### config.mk
export PLATFORM = sky130hd
export DESIGN_NAME = comp_refill_ctrl
export DESIGN_NICKNAME = d
export VERILOG_FILES = /design/src/rtl/comp_pkg.sv /design/src/rtl/comp_sat_counter.sv /design/src/rtl/comp_refill_ctrl.sv
export SDC_FILE = /design/constraint.sdc
export NUM_CORES = 1
export LEC_CHECK = 0
export ABC_CLOCK_PERIOD_IN_PS = 18700
export CAP_MARGIN = 20
export CORE_MARGIN = 1
export CORE_UTILIZATION = 38
export CTS_CLUSTER_SIZE = 8
export DETAILED_ROUTE_END_ITERATION = 16
export DONT_BUFFER_PORTS = 1
export SYNTH_ARGS = -nofsm -noshare
export SYNTH_HDL_FRONTEND = slang
export SYNTH_HIERARCHICAL = 1
export SYNTH_SLANG_ARGS = --single-unit
### constraint.sdc
create_clock -name clk -period 18.7 [get_ports clk]
set_input_delay 1.87 -clock clk [delete_from_list [all_inputs] [get_ports clk]]
set_output_delay 1.87 -clock clk [all_outputs]
set_load 0.02 [all_outputs]
### src/rtl/comp_pkg.sv
// Shared types and field-split helper for the compressed-fetch refill path.
package comp_pkg;

  localparam int F1_VAL_W = 7;
  localparam int F2_VAL_W = 10;
  localparam int F3_VAL_W = 15;

  typedef enum logic [1:0] {
    IDLE,
    REQ,
    LOOK,
    FILL
  } state_t;

  typedef struct packed {
    logic [F3_VAL_W-1:0] f3;
    logic [F2_VAL_W-1:0] f2;
    logic [F1_VAL_W-1:0] f1;
  } field_vals_t;

  // Splits an RV32 word into the three dictionary lookup values.
  function automatic field_vals_t comp_split(input logic [31:0] word);
    field_vals_t v;
    v.f1 = word[6:0];
    v.f2 = {word[31:25], word[14:12]};
    v.f3 = {word[24:15], word[11:7]};
    return v;
  endfunction

endpackage

### src/rtl/comp_sat_counter.sv
// Saturating up-counter used for the refill statistics.
module comp_sat_counter #(
  parameter int CNT_W = 16
) (
  input  logic             clk,
  input  logic             reset,
  input  logic             inc,
  output logic [CNT_W-1:0] count
);

  always_ff @(posedge clk or posedge reset) begin
    if (reset) begin
      count <= '0;
    end else if (inc && (count != '1)) begin
      count <= count + CNT_W'(1);
    end
  end

endmodule

### src/rtl/comp_refill_ctrl.sv
// Line refill controller: fetches a line word by word, looks each word up in the
// external dictionaries, then fills either the compressed or the raw cache.
module comp_refill_ctrl
  import comp_pkg::*;
#(
  parameter int NUM_BLOCKS = 4,
  parameter int BLOCK_SIZE = 4,
  parameter int F1_KEY_W   = 3,
  parameter int F2_KEY_W   = 5,
  parameter int F3_KEY_W   = 8,
  parameter int CNT_W      = 16,
  localparam int KEY_W     = F1_KEY_W + F2_KEY_W + F3_KEY_W
) (
  input  logic                        clk,
  input  logic                        reset,
  input  logic                        miss_valid,
  output logic                        miss_ready,
  input  logic [31:0]                 miss_addr,
  input  logic                        comp_enable,
  input  logic                        flush,
  output logic                        mem_req_valid,
  input  logic                        mem_req_ready,
  output logic [31:0]                 mem_req_addr,
  input  logic [31:0]                 mem_req_rdata,
  output logic [F1_VAL_W-1:0]         f1_val,
  output logic [F2_VAL_W-1:0]         f2_val,
  output logic [F3_VAL_W-1:0]         f3_val,
  input  logic                        f1_hit,
  input  logic                        f2_hit,
  input  logic                        f3_hit,
  input  logic [F1_KEY_W-1:0]         f1_key,
  input  logic [F2_KEY_W-1:0]         f2_key,
  input  logic [F3_KEY_W-1:0]         f3_key,
  output logic [31:0]                 fill_addr,
  output logic                        raw_fill_valid,
  output logic [32*NUM_BLOCKS-1:0]    raw_fill_data,
  output logic                        comp_fill_valid,
  output logic [KEY_W*NUM_BLOCKS-1:0] comp_fill_data,
  output logic [CNT_W-1:0]            stat_comp_lines,
  output logic [CNT_W-1:0]            stat_raw_lines
);

  localparam int                BEAT_W    = $clog2(NUM_BLOCKS);
  localparam logic [31:0]       LINE_MASK = 32'(NUM_BLOCKS * BLOCK_SIZE - 1);
  localparam logic [BEAT_W-1:0] LAST_BEAT = BEAT_W'(NUM_BLOCKS - 1);

  state_t                      state_q, state_d;
  logic [31:0]                 base_q;
  logic [31:0]                 word_q;
  logic [BEAT_W-1:0]           beat_q;
  logic                        ce_q;
  logic                        compressible_q;
  logic [32*NUM_BLOCKS-1:0]    raw_q;
  logic [KEY_W*NUM_BLOCKS-1:0] comp_q;
  logic                        accept;
  logic                        capture;
  logic                        lookup;
  logic                        all_hit;
  field_vals_t                 vals;

  assign vals   = comp_split(word_q);
  assign f1_val = vals.f1;
  assign f2_val = vals.f2;
  assign f3_val = vals.f3;

  assign all_hit = f1_hit & f2_hit & f3_hit;
  // flush only aborts acceptance/REQ/LOOK; a FILL in progress always completes
  assign accept  = (state_q == IDLE) && miss_valid && !flush;
  assign capture = (state_q == REQ) && mem_req_ready && !flush;
  assign lookup  = (state_q == LOOK) && !flush;

  assign fill_addr      = base_q;
  assign raw_fill_data  = raw_q;
  assign comp_fill_data = comp_q;

  always_comb begin
    state_d         = state_q;
    miss_ready      = 1'b0;
    mem_req_valid   = 1'b0;
    mem_req_addr    = '0;
    raw_fill_valid  = 1'b0;
    comp_fill_valid = 1'b0;
    unique case (state_q)
      IDLE: begin
        miss_ready = 1'b1;
        if (accept) state_d = REQ;
      end
      REQ: begin
        mem_req_valid = 1'b1;
        mem_req_addr  = base_q + 32'(beat_q) * 32'(BLOCK_SIZE);
        if (flush)              state_d = IDLE;
        else if (mem_req_ready) state_d = LOOK;
      end
      LOOK: begin
        if (flush)                     state_d = IDLE;
        else if (beat_q == LAST_BEAT)  state_d = FILL;
        else                           state_d = REQ;
      end
      FILL: begin
        if (ce_q && compressible_q) comp_fill_valid = 1'b1;
        else                        raw_fill_valid  = 1'b1;
        state_d = IDLE;
      end
      default: state_d = IDLE;
    endcase
  end

  always_ff @(posedge clk or posedge reset) begin
    if (reset) begin
      state_q        <= IDLE;
      base_q         <= '0;
      word_q         <= '0;
      beat_q         <= '0;
      ce_q           <= 1'b0;
      compressible_q <= 1'b0;
      raw_q          <= '0;
      comp_q         <= '0;
    end else begin
      state_q <= state_d;
      if (accept) begin
        base_q         <= miss_addr & ~LINE_MASK;
        ce_q           <= comp_enable;
        beat_q         <= '0;
        compressible_q <= 1'b1;
      end
      if (capture) begin
        word_q <= mem_req_rdata;
        for (int unsigned i = 0; i < NUM_BLOCKS; i++) begin
          if (beat_q == BEAT_W'(i)) raw_q[i*32 +: 32] <= mem_req_rdata;
        end
      end
      if (lookup) begin
        compressible_q <= compressible_q & all_hit;
        if (all_hit) begin
          for (int unsigned i = 0; i < NUM_BLOCKS; i++) begin
            if (beat_q == BEAT_W'(i)) comp_q[i*KEY_W +: KEY_W] <= {f3_key, f2_key, f1_key};
          end
        end
        if (beat_q != LAST_BEAT) beat_q <= beat_q + BEAT_W'(1);
      end
    end
  end

  comp_sat_counter #(.CNT_W(CNT_W)) u_comp_cnt (
    .clk   (clk),
    .reset (reset),
    .inc   (comp_fill_valid),
    .count (stat_comp_lines)
  );

  comp_sat_counter #(.CNT_W(CNT_W)) u_raw_cnt (
    .clk   (clk),
    .reset (reset),
    .inc   (raw_fill_valid),
    .count (stat_raw_lines)
  );

endmodule

==> impl_results.rst, run 1 <==
.. list-table::
   :header-rows: 1

   * - Metric
     - Value
   * - Number of distinct library cells after synthesis
     - 38
   * - Max Cap Violations
     - 0
   * - Post-route clock period utilization
     - 0.215
   * - Area enclosed by the die boundary
     - approximately 0.031 mm²
   * - Vertical extent of the die
     - 177 µm
   * - WHS
     - between 0.5 and 0.6 ns
   * - Stage delay of the slowest cell on the critical path
     - 0.57 ns
   * - Count of buffers inserted at the top-level ports
     - 0
   * - # H-tree levels
     - 2
   * - Largest cells by area after synthesis
     - dfrtp_1 (62%), mux2_2 (24%), and2_1 (1.7%)
   * - Final setup viols
     - 0
   * - Achievable frequency
     - 248 MHz
   * - Number of cells on the worst hold path
     - 1
   * - Post-detailed-placement half-perimeter wirelength
     - about 18 mm
   * - Overall via count from detail_route
     - between 6,000 and 7,000
   * - Placer congestion estimate
     - roughly 0.76
   * - CTS tree
     - done
   * - Sequential Area
     - ~0.0073 mm²
   * - Type of the worst setup path
     - reg2out
   * - Fraction of layout cells with a size suffix above 1
     - 0.413
   * - Multi-input gate area
     - 0.00416 mm²
   * - Setup repair after global routing missed its margin
     - false
   * - Filler cell count
     - approximately 2,700
   * - Synthesis warning total
     - 6
   * - Hold buffer count at CTS
     - 0
   * - Proportion of power drawn by the clock network
     - 0.398
   * - Sort of element at the end of the critical path
     - primary output
   * - Power density of the placed cells
     - 125 mW/mm²
   * - Routed wire length per instance
     - between 20 and 25 µm
   * - Final antenna diode count
     - 0
   * - # clock sinks
     - 290
   * - Crit path DAT
     - roughly 2.2 ns
   * - Antenna-violating nets left
     - 0
   * - Peak ir drop on the vdd network
     - 0.0000697 V
   * - EDFF count, synth
     - 0
   * - Die width
     - 177 µm
   * - Clk pin slew, worst setup/hold paths
     - approximately 0.05 ns
   * - CTS Buffer Depth
     - 3
   * - Startpoint of the tightest hold check path
     - ce_q$_DFFE_PP0P_
   * - Switching portion of total power
     - 0.286
   * - Buffer cell driving the clock tree root
     - clkbuf_16
   * - Initial antenna violation count
     - 0
   * - First DRT Iteration DRCs
     - roughly 270
   * - Synth area leader
     - dfrtp_1
   * - Slowest cell on crit path
     - dfrtp_1
   * - Measured slew at the worst slew-check pin
     - 1.11 ns
   * - Cell with the most instances after synthesis
     - dfrtp_1
   * - Total count of hold-check failures in the final report
     - 0
   * - Simple-gate share of the synthesized area
     - 0.0720
   * - Overall overflow remaining after global route
     - 0
   * - Main combinational cell family by area after synthesis
     - multiplexers
   * - Worst Path Required
     - between 15 and 20 ns
   * - Power spent charging and discharging nets
     - around 0.00047 W
   * - Crit Reg-Reg Endpoint
     - u_raw_cnt/count[14]$_DFFE_PP0P_
   * - CP cell instances
     - nor2b_2, buf_8, and2_1
   * - Synth Area in Adders
     - 0.00645
   * - Final instance area
     - about 0.013 mm²
   * - Comb power frac
     - 0.069
   * - Share of synthesized flip-flops with an asynchronous set or reset
     - 1.00
   * - Worst min-delay path category
     - reg2reg
   * - Sequential fraction of the synthesis area
     - 0.623
   * - FP Rows
     - 63
   * - Worst Hold Path EP
     - ce_q$_DFFE_PP0P_
   * - Number of flip-flops and latches in the synthesized netlist
     - 290
   * - Post-route DRC violation count
     - 0
   * - Static Leakage
     - roughly 6.3 nW
   * - Mux cell area share after synthesis
     - 0.250
   * - Vias in the first global route
     - roughly 6,700
   * - Leading cell types by count after synthesis
     - dfrtp_1 (290), mux2_2 (246), and2_1 (32), buf_4 (23), xnor2_1 (22)
   * - Effective utilization at floorplan
     - 0.390
   * - GRT Resource Usage Total
     - 0.172
   * - Global-route wire length before repair
     - between 40 and 50 mm
   * - Number of buffers added for setup after CTS
     - 0
   * - Number of gates given a new drive strength after cts
     - 0
   * - Relative slew margins
     - 0.256
   * - Clock insertion delay at the later pin of the skew report
     - about 0.5 ns
   * - Vias/cell
     - about 5.4
   * - Crit path launch type
     - register
   * - Cell area after technology mapping
     - around 0.012 mm²
   * - Top flip-flop cell by instance count after synthesis
     - dfrtp_1
   * - Pin count of the biggest net entering global routing
     - 120
   * - Clock tree skew after final layout
     - 0.0112 ns
   * - Post-layout min period
     - ~4.0 ns
   * - Proportion of power drawn by flip-flops and latches
     - 0.533
   * - Compound-Gate Fraction of Synth Area
     - 0.00892
   * - Core Box Area
     - approximately 0.03 mm²
   * - Xor and xnor area share after synthesis
     - 0.0165
   * - Slack of the worst reg-to-reg path
     - ~16 ns
   * - Top-area cell type share of the netlist area
     - 0.623
   * - Mean cell area of the mapped netlist
     - around 15 µm²
   * - Number of CTS-inserted buffers
     - between 40 and 50
   * - Cell count after synthesis
     - ~760
   * - Worst reg-to-reg path cell count
     - 6
   * - Internal power
     - between 0.001 and 0.0015 W
   * - Number of I/O pins
     - a little over 400
   * - Slew Viols, Final
     - 0
   * - Result of the run
     - completed
   * - Source of the worst register-to-register timing path
     - state_q[1]$_DFFE_PP0P_
   * - Sum Neg Setup Slack
     - 0 ns
   * - Critical Path Fanout Max
     - 22
   * - Nets
     - between 800 and 900
   * - DRT Pass-1 Iters
     - 4
   * - WL final
     - 27.7 mm
   * - Area delta synth->final
     - 12.5%
   * - Post-detailed-placement cell area
     - about 0.012 mm²
## through the flow
step | cells | power (W) | utilization | setup WS [ns]
2_1_floorplan | 766 | 0.000956 | - | 9.73
3_3_place_gp | 1125 | 0.000994 | 0.401 | 14.39
3_5_place_dp | 1125 | 0.00100 | 0.401 | 14.41
4_1_cts | 1170 | 0.00166 | 0.437 | 14.28
5_1_grt | 1172 | 0.00171 | 0.439 | 14.56
6_report | 1172 | 0.00164 | 0.439 | 14.67
## worst max path at each step
stage                                                to  slack (ns)  depth (start not counted)                    from
after CTS                               mem_req_addr[3]       14.28                          2  state_q[1]$_DFFE_PP0P_
final                                   mem_req_addr[3]       14.67                          3  state_q[1]$_DFFE_PP0P_
after global routing      raw_fill_data[55]$_DFFE_PP0P_       14.56                          3                   reset
after global placement    raw_fill_data[85]$_DFFE_PP0P_       14.39                          3                   reset
after floorplan                     beat_q[0]$_DFF_PP0_        9.73                          1                   reset
after detailed placement  raw_fill_data[85]$_DFFE_PP0P_       14.41                          3                   reset
## per-layer routing
metal  routed length (µm)  global-route usage  up-vias
li1                     -                   -     2700
met1                10500               0.202     3223
met2                13500               0.287      325
met3                 3130              0.0679       50
met4                  630              0.0557        0
met5                    0                   0        -
## worst max-delay path: cells and delay by family, from the launching register on
family	cells	cell delay (ns)
buf+inv	1	0.24
flops	1	0.57
simple gates	2	0.83
## layout by cell type, fill, tap and decap left out, drive strengths merged, types with 5 or more instances in the layout
master  instances
nand2          21
buf             7
nand3          14
clkbuf         43
ha              6
nor2           12
xnor2          22
nand4          18
inv             7
and3           11
dfrtp         290
mux2          257
conb            6
a21oi           5
and2           32
and4            8
## registers in the layout, indices dropped and copies added, names as in the netlist
name              flops
ce_q                  1
fill_addr            28
u_comp_cnt/count     16
raw_fill_data       128
u_raw_cnt/count      16
compressible_q        1
comp_fill_data       64
state_q               2
word_q               32
beat_q                2
## cell families (layout without fill, tap and decap cells)
family,after synthesis,after routing
AO/OA/AOI/OAI,15,15
XOR/XNOR,22,22
adder cells (fa/ha/maj),6,6
buffers and inverters,42,58
flip-flops,290,290
multiplexers,259,259
other,1,6
AND/OR/NAND/NOR,126,126
## power by group through the flow
| stage | registers, W | clock network (W) | logic [W] |
|---|---|---|---|
| after floorplan | 0.000854 | 0 | 0.000102 |
| after detailed placement | 0.000885 | 0 | 0.000114 |
| final | 0.000874 | 0.000653 | 0.000113 |
| after global routing | 0.000884 | 0.000700 | 0.000125 |
| after global placement | 0.000885 | 0 | 0.000110 |
| after CTS | 0.000876 | 0.000671 | 0.000115 |
## final cells by class
class	count	share of cell area
sequential	290	0.554
multi-input combinational	434	0.317
tap	390	0.0372
clock buffer	43	0.0821
inverter	6	0.00229
timing repair buffer	7	0.00611
clock inverter	2	0.00134
Power figures use the tool's default switching activity.
==> run 2, diff against run 1 <==
--- a/config.mk
+++ b/config.mk
@@ -5,7 +5,7 @@
 export SDC_FILE = /design/constraint.sdc
 export NUM_CORES = 1
 export LEC_CHECK = 0
-export ABC_CLOCK_PERIOD_IN_PS = 18700
+export ABC_CLOCK_PERIOD_IN_PS = 4200
 export CAP_MARGIN = 20
 export CORE_MARGIN = 1
 export CORE_UTILIZATION = 38
==> constraint.sdc (replaced) <==
create_clock -name clk -period 4.2 [get_ports clk]
set_input_delay 0.42 -clock clk [delete_from_list [all_inputs] [get_ports clk]]
set_output_delay 0.42 -clock clk [all_outputs]
set_load 0.02 [all_outputs]
==> run 2 against run 1 <==
  * Combinational power grew to 4.5 times the previous value
  * Clock power grew to 4.5 times the previous value
  * Count of clock-buffer cells in the layout shrank 1
  * Final cell count grew 0.51%
  * Highest routed layer is now met5
==> impl_results.rst, run 2 (synthesized netlist as in run 1, its figures left out) <==
.. list-table::
   :header-rows: 1

   * - Metric
     - Value
   * - Buffers and inverters on the worst path
     - 0
   * - Relative slew margins
     - 0.296
   * - Peak ir drop on the vdd network
     - between 0.0003 and 0.0004 V
   * - Vertical extent of the die
     - approximately 180 µm
   * - Overall overflow remaining after global route
     - 0
   * - WHS
     - around 0.031 ns
   * - Antenna-violating nets left
     - 0
   * - Final antenna diode count
     - 0
   * - Achievable frequency
     - around 340 MHz
   * - Pin count of the biggest net entering global routing
     - 120
   * - Proportion of power drawn by the clock network
     - 0.399
   * - First DRT Iteration DRCs
     - ~240
   * - GRT Resource Usage Total
     - 0.169
   * - Worst Path Required
     - between 4 and 5 ns
   * - Slowest cell on crit path
     - and4bb_2
   * - Overall Power
     - ~0.0073 W
   * - Max reg flops
     - approximately 130
   * - Post-layout min period
     - between 2 and 3 ns
   * - Area enclosed by the die boundary
     - ~0.031 mm²
   * - Count of buffers inserted at the top-level ports
     - 0
   * - CP cell instances
     - and4bb_2, nand2_2, mux2_1
   * - Commonest non-fill, non-tap cell in the layout
     - dfrtp_1
   * - Vias/cell
     - between 5 and 6
   * - Filler cell count
     - about 2,600
   * - Sort of element at the end of the critical path
     - register
   * - Fraction of layout cells with a size suffix above 1
     - 0.411
   * - Post-route DRC violation count
     - 0
   * - Area delta synth->final
     - 13.2%
   * - # clock sinks
     - slightly below 300
   * - Critical Path Fanout Max
     - 32
   * - Result of the run
     - completed
   * - Number of I/O pins
     - approximately 410
   * - Crit Reg-Reg Endpoint
     - raw_fill_data[89]$_DFFE_PP0P_
   * - Proportion of power drawn by flip-flops and latches
     - 0.532
   * - Core Box Area
     - between 0.02 and 0.03 mm²
   * - Buffer cell driving the clock tree root
     - clkbuf_16
   * - Crit path DAT
     - 3.35 ns
   * - Source of the worst register-to-register timing path
     - state_q[1]$_DFFE_PP0P_
   * - Placer congestion estimate
     - a little under 0.8
   * - Number of buffers added for setup after CTS
     - 0
   * - Switching portion of total power
     - 0.289
   * - Crit path launch type
     - register
   * - Clock insertion delay at the later pin of the skew report
     - 0.53 ns
   * - Startpoint of the tightest hold check path
     - mem_req_rdata[1]
   * - Global-route wire length before repair
     - between 40 and 50 mm
   * - Die width
     - 177 µm
   * - Initial antenna violation count
     - 1
   * - DRT Pass-1 Iters
     - 4
   * - Post-detailed-placement half-perimeter wirelength
     - approximately 18 mm
   * - Effective utilization at floorplan
     - 0.390
   * - Slew Viols, Final
     - 0
   * - Internal power
     - ~0.0052 W
   * - Overall via count from detail_route
     - about 6,200
   * - Post-route clock period utilization
     - 0.702
   * - Number of CTS-inserted buffers
     - 42
   * - FP Rows
     - 63
   * - Sum Neg Setup Slack
     - 0 ns
   * - Final setup viols
     - 0
   * - Comb power frac
     - 0.069
   * - Power density of the placed cells
     - 555 mW/mm²
   * - Power spent charging and discharging nets
     - between 0.002 and 0.0025 W
   * - Clk pin slew, worst setup/hold paths
     - ~0.050 ns
   * - Max Cap Violations
     - 0
   * - Routed wire length per instance
     - 23.0 µm
   * - Total count of hold-check failures in the final report
     - 0
   * - Path length in cells of the critical path
     - 3
   * - Worst min-delay path category
     - in2reg
   * - Most used cells in the layout excluding fill and tap cells
     - dfrtp_1 (290), mux2_2 (246), clkbuf_16 (42)
   * - Worst Hold Path EP
     - raw_fill_data[1]$_DFFE_PP0P_
   * - Static Leakage
     - about 6.3 nW
   * - Stage delay of the slowest cell on the critical path
     - ~0.86 ns
   * - Nets
     - ~880
   * - Vias in the first global route
     - about 6,600
   * - # H-tree levels
     - 2
   * - WL final
     - 27.0 mm
   * - Worst reg-to-reg path cell count
     - 3
   * - Type of the worst setup path
     - reg2reg
   * - Clock tree skew after final layout
     - between 0.015 and 0.02 ns
   * - CTS Buffer Depth
     - 3
   * - Kind of cell adding the most delay to the critical path
     - simple AND/OR/NAND/NOR gates
   * - Slack of the worst reg-to-reg path
     - 1.25 ns
   * - Number of cells on the worst hold path
     - 1
   * - CTS tree
     - done
   * - Measured slew at the worst slew-check pin
     - around 1.1 ns
   * - Setup repair after global routing missed its margin
     - false
-- run 2: cell count changes in the layout (fill, tap and decap cells not counted), sizes merged --
cell and delta:
clkbuf -1, clkinv +3, inv -2, clkinvlp +1, dlygate4sd3 +5
-- run 2: area by class of cell --
type,instances,area (µm²),share of cell area
tap,390,488,0.0370
inverter,6,26.3,0.00199
sequential,290,7260,0.550
timing repair buffer,12,135,0.0102
clock inverter,4,71.3,0.00541
clock buffer,42,1050,0.0797
multi-input combinational,434,4160,0.315
-- run 2: how the worst max path moves through the flow --
stage                                          endpoint                   start
final                     raw_fill_data[89]$_DFFE_PP0P_  state_q[1]$_DFFE_PP0P_
after global routing      raw_fill_data[89]$_DFFE_PP0P_  state_q[1]$_DFFE_PP0P_
after CTS                 raw_fill_data[89]$_DFFE_PP0P_  state_q[1]$_DFFE_PP0P_
after detailed placement  raw_fill_data[89]$_DFFE_PP0P_  state_q[1]$_DFFE_PP0P_
after global placement    raw_fill_data[89]$_DFFE_PP0P_  state_q[1]$_DFFE_PP0P_
after floorplan                     beat_q[0]$_DFF_PP0_                   reset
-- run 2: power by group through the flow --
stage                     sequential, W  clock (W)  combinational (W)
after floorplan                 0.00380          0           0.000453
after global placement          0.00394          0           0.000491
after detailed placement        0.00394          0           0.000511
after CTS                       0.00390    0.00301           0.000516
after global routing            0.00394    0.00314           0.000564
final                           0.00389    0.00292           0.000506
-- run 2: through the flow --
step | worst slack (ns) | utilization | instances | cell area [µm²]
detailed placement | 1.13 | 0.402 | 1126 | 12000
global route | 1.08 | 0.441 | 1178 | 13200
global placement | 1.22 | 0.402 | 1126 | 12000
CTS | 1.16 | 0.441 | 1177 | 13200
floorplan | 0.380 | - | 766 | 11700
finish | 1.25 | 0.441 | 1178 | 13200
-- run 2: timing repair --
| action | 4_1_cts | 5_1_grt |
|---|---|---|
| resized for setup | 0 | 0 |
| endpoints found under the hold margin | 73 | 0 |
| hold buffers | 5 | 0 |
-- run 2: routing by layer --
metal	track usage	part of all wire	up-vias	wire length, µm
met2	0.276	0.48	293	13000
met4	0.0564	0.025	2	689
li1	-	-	2712	-
met5	0	0.00048	-	13
met3	0.0732	0.11	54	3060
met1	0.199	0.38	3166	10200
